**config.mk**
```make
export PLATFORM = sky130hd
export DESIGN_NAME = dmem_responder
export DESIGN_NICKNAME = d
export VERILOG_FILES = /design/src/rtl/dmem_responder.sv
export SDC_FILE = /design/constraint.sdc
export NUM_CORES = 2
export LEC_CHECK = 0
export CELL_PAD_IN_SITES_DETAIL_PLACEMENT = 1
export CELL_PAD_IN_SITES_GLOBAL_PLACEMENT = 1
export CORE_UTILIZATION = 49
export CTS_CLUSTER_SIZE = 24
export DETAILED_ROUTE_END_ITERATION = 6
export PLACE_DENSITY_LB_ADDON = 0.1
export SYNTH_ARGS = -nofsm -noshare
export SYNTH_HDL_FRONTEND = slang
export SYNTH_SLANG_ARGS = --single-unit
export TNS_END_PERCENT = 100
```
**constraint.sdc**
```tcl
create_clock -name CLK -period 3.3 [get_ports CLK]
set_clock_uncertainty 0.15 [all_clocks]
set_input_delay 0.66 -clock CLK [delete_from_list [all_inputs] [get_ports CLK]]
set_output_delay 0.66 -clock CLK [all_outputs]
set_load 0.05 [all_outputs]
```
**src/rtl/dmem_responder.sv**
```systemverilog
// Data-memory responder for a single-cycle RV32I core: word RAM plus a small MMIO bank.
// Optional cycle counter enabled by defining DMEM_CYCLE_CNT_EN.
module dmem_responder #(
  parameter int                    DATA_WIDTH = 32,
  parameter int                    DEPTH      = 64,
  parameter logic [DATA_WIDTH-1:0] MMIO_BASE  = 32'h8000_0000
) (
  input  logic                  CLK,
  input  logic                  RST,
  input  logic                  mem_write,
  input  logic                  mem_read,
  input  logic [DATA_WIDTH-1:0] addr,
  input  logic [DATA_WIDTH-1:0] write_data,
  output logic [DATA_WIDTH-1:0] read_data,
  output logic [DATA_WIDTH-1:0] gpio_out,
  output logic                  bus_err
);

  localparam int                    AW        = $clog2(DEPTH);
  localparam logic [DATA_WIDTH-1:0] RAM_BYTES = DATA_WIDTH'(DEPTH * 4);
  localparam logic [DATA_WIDTH-1:0] ID_VALUE  = DATA_WIDTH'(32'h5256_3332);

  localparam logic [1:0] REG_GPIO   = 2'd0;
  localparam logic [1:0] REG_CYCLE  = 2'd1;
  localparam logic [1:0] REG_STATUS = 2'd2;
  localparam logic [1:0] REG_ID     = 2'd3;

  logic                  access;
  logic                  is_mmio;
  logic                  unaligned;
  logic                  beyond;
  logic                  err_mis;
  logic                  err_oor;
  logic                  legal_wr;
  logic [1:0]            reg_sel;
  logic [AW-1:0]         word_idx;
  logic                  ram_we;
  logic                  gpio_we;
  logic                  status_we;
  logic [1:0]            status;
  logic [1:0]            status_set;
  logic [1:0]            status_clr;
  logic [1:0]            status_next;
  logic [DATA_WIDTH-1:0] cycle_rd;
  logic [DATA_WIDTH-1:0] ram [DEPTH];

  // Address decode and error classification
  assign access    = mem_read | mem_write;
  assign is_mmio   = (addr[DATA_WIDTH-1] == MMIO_BASE[DATA_WIDTH-1]);
  assign unaligned = (addr[1:0] != 2'b00);
  assign beyond    = !is_mmio && (addr >= RAM_BYTES);
  assign err_mis   = access & unaligned;
  assign err_oor   = access & beyond;
  assign legal_wr  = mem_write & ~unaligned & ~beyond;
  assign reg_sel   = addr[3:2];
  assign word_idx  = addr[AW+1:2];

  assign ram_we    = legal_wr & ~is_mmio;
  assign gpio_we   = legal_wr & is_mmio & (reg_sel == REG_GPIO);
  assign status_we = legal_wr & is_mmio & (reg_sel == REG_STATUS);

  // Set takes priority over a write-one-to-clear on the same bit.
  assign status_set  = {err_oor, err_mis};
  assign status_clr  = status_we ? write_data[1:0] : 2'b00;
  assign status_next = (status & ~status_clr) | status_set;

  // RAM is data storage: no reset, but a store coinciding with reset is dropped
  always_ff @(posedge CLK) begin
    if (ram_we && !RST) begin
      ram[word_idx] <= write_data;
    end
  end

  always_ff @(posedge CLK or posedge RST) begin
    if (RST) begin
      gpio_out <= '0;
      status   <= 2'b00;
      bus_err  <= 1'b0;
    end else begin
      if (gpio_we) begin
        gpio_out <= write_data;
      end
      status  <= status_next;
      bus_err <= |status_next;
    end
  end

`ifdef DMEM_CYCLE_CNT_EN
  logic                  cycle_we;
  logic [DATA_WIDTH-1:0] cycle_cnt;

  assign cycle_we = legal_wr & is_mmio & (reg_sel == REG_CYCLE);

  // A software load overrides the free-running increment
  always_ff @(posedge CLK or posedge RST) begin
    if (RST) begin
      cycle_cnt <= '0;
    end else if (cycle_we) begin
      cycle_cnt <= write_data;
    end else begin
      cycle_cnt <= cycle_cnt + 1'b1;
    end
  end

  assign cycle_rd = cycle_cnt;
`else
  assign cycle_rd = '0;
`endif

  // Combinational load path; illegal addresses read as zero
  always_comb begin
    read_data = '0;
    if (!unaligned && !beyond) begin
      if (is_mmio) begin
        case (reg_sel)
          REG_GPIO:   read_data = gpio_out;
          REG_CYCLE:  read_data = cycle_rd;
          REG_STATUS: read_data = {{(DATA_WIDTH-2){1'b0}}, status};
          REG_ID:     read_data = ID_VALUE;
          default:    read_data = '0;
        endcase
      end else begin
        read_data = ram[word_idx];
      end
    end
  end

endmodule

```
; Word level (Yosys, flattened, before mapping)
; Memories as Yosys holds them, arrays and structs flattened.
; Cells that the tools add are included.
[totals]
mem_bits_ro = 0
ram_bits = 2048
inputBits = 68
mem_count = 1
out_inout_bits = 65
latchBits = 0
wordCells = 39
register_bits = 35
[op_classes]
n_addsub = 0
div = 0
multipliers = 0
bitwise = 15
magnitude_cmp = 1
muxes = 6
n_reduce_logical = 10
eq_ne = 3
n_shift = 0
[memory_table]
columns = memory, depth, width, read_ports, rd_ports_with_merged_regs, wr, line_no
row1 = ram, 64, 32, 1, 0, 1, 45  ; logic [DATA_WIDTH-1:0] ram [DEPTH];
[op_table]
columns = operator, count
row1 = $pmux W32 S4, 1
row2 = $mux W32, 2
row3 = $ge A32 B9 Y1 const B, 1
row4 = $and A1 B1 Y1, 8
row5 = $eq A2 B2 Y1 const B, 2
row6 = $logic_not A1 Y1, 4
row7 = $logic_and A1 B1 Y1, 3
row8 = $not A1 Y1, 3
row9 = $and A2 B2 Y2, 1
row10 = $eq A2 B1 Y1 const B, 1
row11 = $logic_not A2 Y1, 1
row12 = $mux W1, 2
row13 = $mux W2, 1
row14 = $not A2 Y2, 1
row15 = $or A2 B2 Y2, 1
row16 = $reduce_bool A2 Y1, 1
row17 = $reduce_or A2 Y1, 1
row18 = $or A1 B1 Y1, 1

; Logic depth before layout (Yosys ltp)
[depth]
word_depth = 11
mapped_depth = 12
mapped_depth_nobuf = 6

; Worst setup path after synthesis
; Ideal clock, no wire load.
[synth_timing]
path_kind = input-to-output
startpoint = in addr[2]
endpoint = out read_data[22]
path_slack_ns = -2.071
n_path_buf = 4
t_arrival_ns = 4.561
cell_stages = 9
t_required_ns = 2.490
path_cell_list = buf_4 -> buf_6 -> buf_6 -> buf_6 -> o221ai_1 -> o21ai_0 -> a21oi_1 -> or4_1 -> a2111oi_0
[synth_between]
elab_chain_len = 5
word_cells_on_any_way = 12
classes_between = 1 x order compare / 3 x eq/ne / 3 x mux / 4 x reduce/logical / 1 x memory
[synth_rtl]
columns = element, line_no
row1 = from (decl), 12  ; input logic [DATA_WIDTH-1:0] addr,
row2 = $ge A32 B9 Y1, 51  ; assign beyond = !is_mmio && (addr >= RAM_BYTES);
row3 = $logic_and A1 B1 Y1, 51
row4 = $logic_not A1 Y1, 113  ; if (!unaligned && !beyond) begin
row5 = $logic_and A1 B1 Y1, 113
row6 = $mux W32 (*), 113
row7 = to (decl), 14  ; output logic [DATA_WIDTH-1:0] read_data,
; Mark *: on every way between the ends. The rest lies on a longest branch, timed or not.

; Worst setup path after layout
[layout_timing]
startpoint = in addr[30]
endpoint = out read_data[24]
[layout_between]
elab_chain_len = 5
[layout_rtl]
columns = element, line_no
row1 = $ge A32 B9 Y1, 51
row2 = $logic_and A1 B1 Y1, 51
row3 = $logic_not A1 Y1, 113
row4 = $logic_and A1 B1 Y1, 113
row5 = $mux W32, 113
; Every way passes these cells.

==> flow_summary.ini <==
[power_and_ir_drop]
peakVddDrop_mv = 0.597
cellPowerDensity_nw_per_um2 = 559
p_total_mw = 57.7
p_leak_nw = 34.5

[placement]
port_buffers = 132
dpl_cell_area_um2 = 93500
preCtsSetupSlack_ns = -1.92
dp_hpwl_mm = 201
gp_congestion = 0.910

[cells_and_area]
synthToLayoutAreaGrowth_pct = 28.4
stdcell_area_um2 = 103000
fillCellCount = 13600
layout_common_cells = edfxtp_1 (2,048), buf_4 (591), buf_12 (319)
post-route-util_pct = 63.4
multiInputGateArea_um2 = 18000
layout.cells.most_common = edfxtp_1
drive_gt1_share_pct = 35.4
register_area_um2 = 62400
nets = 5273

[timing]
tns_ns = -766.99
slew_headroom_pct = 28.9
max_freq_ghz = 0.214
fin_crit_sh_pct = 141
maxSlewViolCount = 0
tightestPinTransition_ns = 1.07
worst_slack_ns = -1.37
fin_crit_ns = 4.67
finalHoldViolCount = 0
rsz0062_at_grt = yes
final-setup-viol-count = 1965

[floorplanning]
fp.dieW_um = 407
ios = 133
die_h_um = 407
die_area_um2 = 166000
rows = 148
core-area_um2 = 163000
start_util_pct = 49.4

[synth]
ys_async_sr_fraction_pct = 1.68
synth_top_area_share_pct = 76.5
synth_area_per_cell_um2 = 19.2
synth_cell_type_count = 64
syn_nets = 4248
ys_top_cells_by_area = edfxtp_1 (77%), mux4_2 (6.9%), mux2i_1 (2.2%)
yosysSeqAreaShare_pct = 77.6
netlist_instances = 4180
synthFlopType = edfxtp_1
synth-seq-cells = 2083
synth-edff-count = 2048
netlist_area_um2 = 80400
synth_top_area_cell = edfxtp_1
ys_warn_count = 0

[critical_path]
crit_top_cell = buf_12
cp.required_ns = 2.49
worstSetupEndpointType = output port
crit_slowest_cell = nor4_4
max_stage_delay_ns = 0.62
crit_fanout = 5
crit_buf_inv = 8
path_delay_family = simple AND/OR/NAND/NOR gates
arrival_ns = 3.86
worstSetupStartpointType = input pin
crit_chain = buf_6 -> nor4_4 -> buf_12 -> nand4_1 -> buf_6 -> or4_4 -> buf_12 -> buf_16 -> buf_8 -> buf_12 -> a211oi_4 -> o21ai_2 -> o31ai_4 -> buf_12
critPathKind = in -> out

[global_routing]
track_usage_pct = 36.8
grt_pass1_vias = 49800
grt_first_pass_wirelength_mm = 411
antenna_found_initial = 15
grt_max_degree = 66
overflow = 0

[drt]
vias = 50900
first_pass_iters = 5
vias_per_cell = 6.73
antenna_left = 0
routed_wirelength_mm = 311
drc = 0
routedWlPerCell_um = 41.1
first_iter_violations = 7839

[cts]
cts_buffer_depth = 3
ctsHtreeMaxLevel = 4
root_buffer = clkbuf_16
cts_tree = yes
cts_buffers = 210
clkLatencyLatePin_ns = 0.87
cts_sinks = 2083
path_clk_slew_ns = 0.06

[outcome]
run_status = finished with violations
violations = negative setup slack

[worst_hold_path]
hp-class = in -> reg

[run]
max_cap_violations = 0
==> sequential cells by signal (all words and copies together) (netlist names) <==
register  count
ram        2048
gpio_out     32
status        2
bus_err       1
==> metrics by stage <==
stage	std cells	hold slack [ns]
CTS	7475	0.0425
floorplan	4180	0.314
global route	7556	0.0706
finish	7561	0.0879
detailed placement	7041	0.356
global placement	7041	0.350
==> final cells by class <==
type | count | area share (%)
Antenna cell | 5 | 0.0121
Clock inverter | 129 | 1.14
Inverter | 9 | 0.0703
Multi-Input combinational cell | 1812 | 17.4
Sequential cell | 2083 | 60.5
Timing Repair Buffer | 1089 | 12.8
Tap cell | 2175 | 2.64
Clock buffer | 259 | 5.40
==> logic make-up after synthesis <==
family,after synthesis,synth area share (%)
flops,2083,77.6
compound gates,781,6.75
mux,581,11.3
simple gates,450,2.40
buf+inv,285,1.91
==> worst reg2reg max path: stages, from the launching register on <==
cell     delay (ns)
dfrtp_1        0.38
nand2_1        0.06
o21ai_0        0.11
or2_2          0.29
==> path summary, 6_finish.rpt <==
kind                       cells past startpoint     startpoint  slack, ns            end
setup / recovery                              14       addr[30]      -1.37  read_data[24]
min in group asynchronous                      3            RST       0.31    gpio_out[8]
setup reg to reg                               3      status[1]       2.19        bus_err
hold reg to reg                                2      status[0]       0.37      status[0]
max in group asynchronous                      3            RST       2.44   gpio_out[19]
hold / removal                                 4  write_data[1]       0.09      status[1]
==> cells in the mapped netlist, types with 9 or more instances <==
cell type and n:
a2111oi_0 9, edfxtp_1 2048, o31ai_1 10, buf_6 21, nor4_1 12, buf_2 103
clkbuf_1 79, a32o_1 12, mux2i_1 176, a22o_1 13, nor2b_1 14, and3_1 10
o22ai_1 210, nand3_1 15, or4_1 9, o21ai_0 97, nor3_1 10, o221ai_1 124
dfrtp_1 35, a32oi_1 10, a221oi_1 38, buf_4 39, a2bb2oi_1 21, nand2_1 178
mux2_1 30, buf_1 31, a211oi_1 14, or3_1 9, a22oi_1 50, mux4_2 247
nor2_1 170, a21oi_1 115, mux2_2 128
==> power by group <==
group | total (mW) | switching (mW) | internal, mW
logic | 4.67 | 2.96 | 1.71
registers | 29.2 | 0.0881 | 29.1
clock network | 23.8 | 10.3 | 13.5
total | 57.7 | 13.4 | 44.3
==> layer usage <==
layer	GRT usage, %	wire [um]	vias to the layer above	part of all wire (%)
met4	16.0	15300	12	4.9
met5	0	80	-	0.026
li1	-	-	19500	-
met2	55.9	142000	3725	46
met1	50.6	117000	26900	38
met3	9.05	36700	713	12
==> timing repair <==
item / in CTS / in global routing
pin swaps: 47 / 59
hold endpoints to repair: 2 / 0
hold buffers: 1 / 0
buffers inserted: 42 / 53
setup endpoints to repair: 2080 / 2080
resized for setup: 149 / 71
cloned: 7 / 30
(Power assumes the default switching activity.)
